<file path="src/rtl/cpu_decode.sv">
// Instruction decoder: turns a stream of 16-bit halfwords into decoded
// instructions. Form1 opcodes may pull a trailing 32-bit immediate (hi then lo).
module cpu_decode (
    input  logic        clk_i,
    input  logic        rst_i,
    input  logic        flush_i,
    input  logic [15:0] insn_i,
    input  logic        insn_valid_i,
    output logic        insn_ready_o,
    output logic        dec_valid_o,
    input  logic        ex_ready_i,
    output logic [1:0]  form_o,
    output logic [7:0]  opcode_o,
    output logic [3:0]  reg_read_index1_o,
    output logic [3:0]  reg_read_index2_o,
    output logic        read_enable_o,
    output logic [31:0] imm_o,
    output logic        illegal_o
);

    localparam logic [1:0] S_OP     = 2'd0;
    localparam logic [1:0] S_IMM_HI = 2'd1;
    localparam logic [1:0] S_IMM_LO = 2'd2;
    localparam logic [1:0] S_OUT    = 2'd3;

    localparam logic [1:0] FORM1 = 2'd0;
    localparam logic [1:0] FORM2 = 2'd2;
    localparam logic [1:0] FORM3 = 2'd3;

    logic [1:0]  r_state;
    logic [1:0]  r_form;
    logic [7:0]  r_opcode;
    logic [3:0]  r_idx1;
    logic [3:0]  r_idx2;
    logic [31:0] r_imm;
    logic        r_illegal;
    logic        r_rden;

    logic        w_accept;
    logic [1:0]  w_form;
    logic [7:0]  w_opcode;
    logic [3:0]  w_idx1;
    logic [3:0]  w_idx2;
    logic [31:0] w_imm;
    logic        w_illegal;
    logic        w_needs_imm;

    function automatic logic f_needs_imm(input logic [7:0] op);
        logic res;
        case (op)
            8'h01, 8'h03, 8'h08, 8'h09, 8'h0C, 8'h0D,
            8'h1A, 8'h1B, 8'h1D, 8'h1F, 8'h20, 8'h22,
            8'h24, 8'h36, 8'h37, 8'h38, 8'h39: res = 1'b1;
            default:                            res = 1'b0;
        endcase
        return res;
    endfunction

    assign insn_ready_o = (r_state != S_OUT) | ex_ready_i;
    assign w_accept     = insn_valid_i & insn_ready_o;

    // Combinational decode of the current halfword as an opcode halfword.
    always_comb begin
        w_form      = FORM1;
        w_opcode    = '0;
        w_idx1      = '0;
        w_idx2      = '0;
        w_imm       = '0;
        w_illegal   = 1'b0;
        w_needs_imm = 1'b0;
        if (!insn_i[15]) begin
            w_form      = FORM1;
            w_opcode    = insn_i[15:8];
            w_idx1      = insn_i[7:4];
            w_idx2      = insn_i[3:0];
            w_illegal   = (insn_i[15:8] == 8'h00) || insn_i[14];
            w_needs_imm = f_needs_imm(insn_i[15:8]);
        end else if (!insn_i[14]) begin
            w_form   = FORM2;
            w_opcode = {6'b0, insn_i[13:12]};
            w_idx1   = insn_i[11:8];
            w_imm    = {24'b0, insn_i[7:0]};
        end else begin
            w_form   = FORM3;
            w_opcode = {4'b0, insn_i[13:10]};
            w_imm    = {{21{insn_i[9]}}, insn_i[9:0], 1'b0};
        end
    end

    always_ff @(posedge clk_i or posedge rst_i) begin
        if (rst_i) begin
            r_state   <= S_OP;
            r_form    <= '0;
            r_opcode  <= '0;
            r_idx1    <= '0;
            r_idx2    <= '0;
            r_imm     <= '0;
            r_illegal <= 1'b0;
            r_rden    <= 1'b0;
        end else if (flush_i) begin
            r_state <= S_OP;
            r_rden  <= 1'b0;
        end else begin
            r_rden <= 1'b0;
            case (r_state)
                S_OP, S_OUT: begin
                    // In S_OUT an accept implies ex_ready_i, so the old
                    // presentation retires in the same cycle the new opcode lands.
                    if (w_accept) begin
                        r_form    <= w_form;
                        r_opcode  <= w_opcode;
                        r_idx1    <= w_idx1;
                        r_idx2    <= w_idx2;
                        r_imm     <= w_imm;
                        r_illegal <= w_illegal;
                        r_state   <= w_needs_imm ? S_IMM_HI : S_OUT;
                        r_rden    <= !w_needs_imm;
                    end else if (r_state == S_OUT && ex_ready_i) begin
                        r_state <= S_OP;
                    end
                end
                S_IMM_HI: begin
                    if (w_accept) begin
                        r_imm[31:16] <= insn_i;
                        r_state      <= S_IMM_LO;
                    end
                end
                S_IMM_LO: begin
                    if (w_accept) begin
                        r_imm[15:0] <= insn_i;
                        r_state     <= S_OUT;
                        r_rden      <= 1'b1;
                    end
                end
                default: r_state <= S_OP;
            endcase
        end
    end

    assign dec_valid_o       = (r_state == S_OUT);
    assign form_o            = r_form;
    assign opcode_o          = r_opcode;
    assign reg_read_index1_o = r_idx1;
    assign reg_read_index2_o = r_idx2;
    assign read_enable_o     = r_rden;
    assign imm_o             = r_imm;
    assign illegal_o         = r_illegal;

endmodule

</file>
<file path="config.mk">
export PLATFORM = sky130hd
export DESIGN_NAME = cpu_decode
export DESIGN_NICKNAME = d
export VERILOG_FILES = /design/src/rtl/cpu_decode.sv
export SDC_FILE = /design/constraint.sdc
export NUM_CORES = 1
export LEC_CHECK = 0
export ABC_AREA = 1
export CAP_MARGIN = 0
export CORE_MARGIN = 5
export CORE_UTILIZATION = 47
export DETAILED_ROUTE_END_ITERATION = 8
export PLACE_DENSITY = 0.78
export SLEW_MARGIN = 20
export SYNTH_ARGS = -nofsm -noshare
export SYNTH_HDL_FRONTEND = slang
export SYNTH_SLANG_ARGS = --single-unit
</file>
<file path="constraint.sdc">
create_clock -name clk_i -period 1.95 [get_ports clk_i]
set_input_delay 0.2925 -clock clk_i [delete_from_list [all_inputs] [get_ports clk_i]]
set_output_delay 0.2925 -clock clk_i [all_outputs]
set_load 0.01 [all_outputs]
</file>
==> impl_results.md <==
- Status: finished, final reports clean
- DP Cell Count: 450
- CP cell instances: ha_1 -> clkdlybuf4s50_1
- Port Buffers: 73
- Dpl hpwl: 5.380 mm
- Antenna-violating nets left: 0
- Antenna diodes: 0
- Post-Layout Inst Area: 3580 um2
- Seq/Total Area, Yosys: 0.5138
- Worst IR Drop VDD: 732.6 uV
- Cell family with most CP delay: buffers and inverters
- Skew-Pair Late Insertion Delay: 310 ps
- Vias in the first global route: 2382
- Clk_skew: 8.620 ps
- Vias post-DR: 2382
- DR WL/cell: 15.47 um
- Slew margin rel.: 0.6621
- Max-Cap Viols: 0
- Die Footprint: 7074 um2
- Max Clock Freq: 556.1 MHz
- DP Area: 3456 um2
- Clk slew on worst S/H paths: 100 ps
- GPL Wtd Cong: 0.9692
- Final Non-Filler Cells: 459
- Fraction of layout cells with a size suffix above 1: 0.1266
- Hold Vio Cnt, Final: 0
- CP required: 1660 ps
- CP max-delay cell: clkdlybuf4s50_1
- Slew @ Worst Pin: 505.0 ps
- Nets: 411
- CTS sink count: 53
- Leakage power: 1.672 nW
- CP Launch Type: register
- Initial DRC count: 182
- H-tree Lvls: 2
- Pin count of the biggest net entering global routing: 54
- Yosys cell types: 34
- Final period utilization: 0.9222
- Avg Inst Size Synth: 8.576 um2
- Starting Density: 0.4775
- Met1 Usage GRT: 0.2792
- Gr ovfl total: 0
- Final Max Slew Viols: 0
- Setup TNS: 0 ps
- Worst Setup Path Type: register to primary output
- CTS tree: done
- Post-Syn Instances: 301
- Root buffer cell: clkbuf_8
- Buffers plus inverters on the worst setup path: 1
- Core area: 5405 um2
- # setup viols final: 0
- Row count: 27
- Global-route wire length before repair: 11.74 mm
- Pwr dens: 1405 nW/um2
- Syn. warnings: 0
- Layout fillers: 460
- Num CTS Buffers: 5
- Most used routing layer: met2
- Top-area cell type share of the netlist area: 0.5138
- Most frequent cells in the layout: 72 x nand2_1, 72 x clkdlybuf4s50_1, 53 x dfrtp_1
- Arrival time worst endpoint: 1510 ps
- Antenna violations before repair: 0
- Drt pass-1 iters: 5
- Met2 usage: 0.3235
- RSZ-0062 raised after global routing: false
- CTS max path bufs: 2
- Seq cells post-synth: 53
- GRT Total Usage: 0.2045
- Height of the die: 84.11 um
- Yosys top cell by area: dfrtp_1
- Remaining DRCs: 0
- Slowest stage delay, CP: 560 ps
- # IOs: 75
- Main area contributors after synthesis: dfrtp_1 51%, nand2_1 11%, a21oi_1 4.8%
- Fin crit period: 1798 ps
- Mapped Area: 2581 um2
- GR Util met3: 0.03356
- Hold buffers post-CTS: 0
- Vias per cell: 5.190
- WL final: 7.101 mm
- CP Capture Type: primary output
- Worst-path fanout max: 4
- Post-Syn Nets: 326
- Die W: 84.11 um
- Synth-to-Final Area Change: 38.68%
- Hold Path Class: primary input to asynchronous set/reset pin
[area by class of cell]
class	instances	area (um2)	share of cell area
timing repair buffer	93	908.4	0.2538
clock inverter	2	38.79	0.01084
inverter	34	127.6	0.03565
multi-input combinational	199	1016	0.2838
clock buffer	6	72.57	0.02027
tap	72	90.09	0.02517
sequential	53	1326	0.3705
[where the power goes]
group | internal (mW) | switching, mW
registers | 1.55 | 0.266
logic | 1.27 | 1.20
clock network | 0.386 | 0.366
total | 3.20 | 1.83
[metal layers]
metal  vias to the layer above  routed length, um
met5                         -                  0
met4                         0                203
met3                        18                471
met2                       103               3327
met1                      1117               3099
li1                       1144                  -
[worst register-to-register path: stages (launching register included)]
cell and delay, ps:
dfrtp_1 410, inv_1 80, ha_1 350, inv_1 70, o211ai_1 230, buf_4 180, mux2_2 330
[final timing paths]
kind | startpoint | end | slack (ps) | depth (start not counted)
max reg2reg | r_state[1]$_DFFE_PP0P_ | imm_o[31]$_DFFE_PP0P_ | 190 | 6
min | rst_i | imm_o[1]$_DFFE_PP0P_ | 330 | 3
max | r_state[1]$_DFFE_PP0P_ | dec_valid_o | 150 | 2
min reg2reg | imm_o[5]$_DFFE_PP0P_ | imm_o[5]$_DFFE_PP0P_ | 480 | 2
max in group asynchronous | rst_i | read_enable_o$_DFF_PP0_ | 1360 | 3
min in group clk_i | imm_o[5]$_DFFE_PP0P_ | imm_o[5]$_DFFE_PP0P_ | 480 | 2
[kinds of logic (layout without fill, tap and decap cells)]
group | Yosys count | in the layout | synth area share
compound gates | 79 | 79 | 0.1697
fa+ha+maj | 4 | 4 | 0.01939
buf+inv | 49 | 135 | 0.09355
flops | 53 | 53 | 0.5138
mux | 3 | 3 | 0.01309
other cells | 1 | 1 | 0.001453
simple gates | 112 | 112 | 0.1890
[state kept, by name, summed over array words and instances, names as in the netlist]
name / count
reg_read_index2_o: 4
reg_read_index1_o: 4
read_enable_o: 1
illegal_o: 1
imm_o: 32
form_o: 2
r_state: 2
opcode_o: 7
[through the flow]
| stage | worst slack, ps | total power, mW | utilization | hold slack [ps] |
|---|---|---|---|---|
| after floorplan | 286.7 | 3.057 | - | 442.5 |
| after global placement | 107.6 | 4.231 | 0.6394 | 455.8 |
| after detailed placement | 52.95 | 4.295 | 0.6394 | 466.0 |
| after CTS | 32.06 | 5.049 | 0.6600 | 355.2 |
| after global routing | 32.70 | 5.361 | 0.6623 | 376.2 |
| final | 151.8 | 5.028 | 0.6623 | 332.3 |
[cells in the mapped netlist]
| cell type | n |
|---|---|
| o21a_1 | 1 |
| buf_12 | 1 |
| buf_4 | 4 |
| buf_8 | 1 |
| inv_1 | 31 |
| inv_2 | 3 |
| nor2_2 | 1 |
| o21ai_1 | 7 |
| nor2_1 | 19 |
| nand3_1 | 3 |
| a2bb2oi_1 | 1 |
| nor2_4 | 1 |
| a21oi_1 | 25 |
| clkbuf_1 | 2 |
| buf_6 | 1 |
| nand2_4 | 1 |
| nand2_2 | 9 |
| o221ai_1 | 2 |
| o211ai_1 | 2 |
| a31oi_1 | 6 |
| o22ai_1 | 8 |
| o21ai_0 | 25 |
| nor3_2 | 1 |
| buf_2 | 6 |
| dfrtp_1 | 53 |
| conb_1 | 1 |
| nor3_1 | 2 |
| nand2_1 | 73 |
| o2111ai_1 | 1 |
| ha_1 | 4 |
| mux2_2 | 3 |
| nand4_1 | 1 |
| nor3_4 | 1 |
| o31ai_1 | 1 |
[timing repair]
action                                  in CTS  in global routing
endpoints found under the setup margin       0                 16
resized for setup                            0                  2
setup buffers                                0                  1
(Power assumes the default switching activity.)
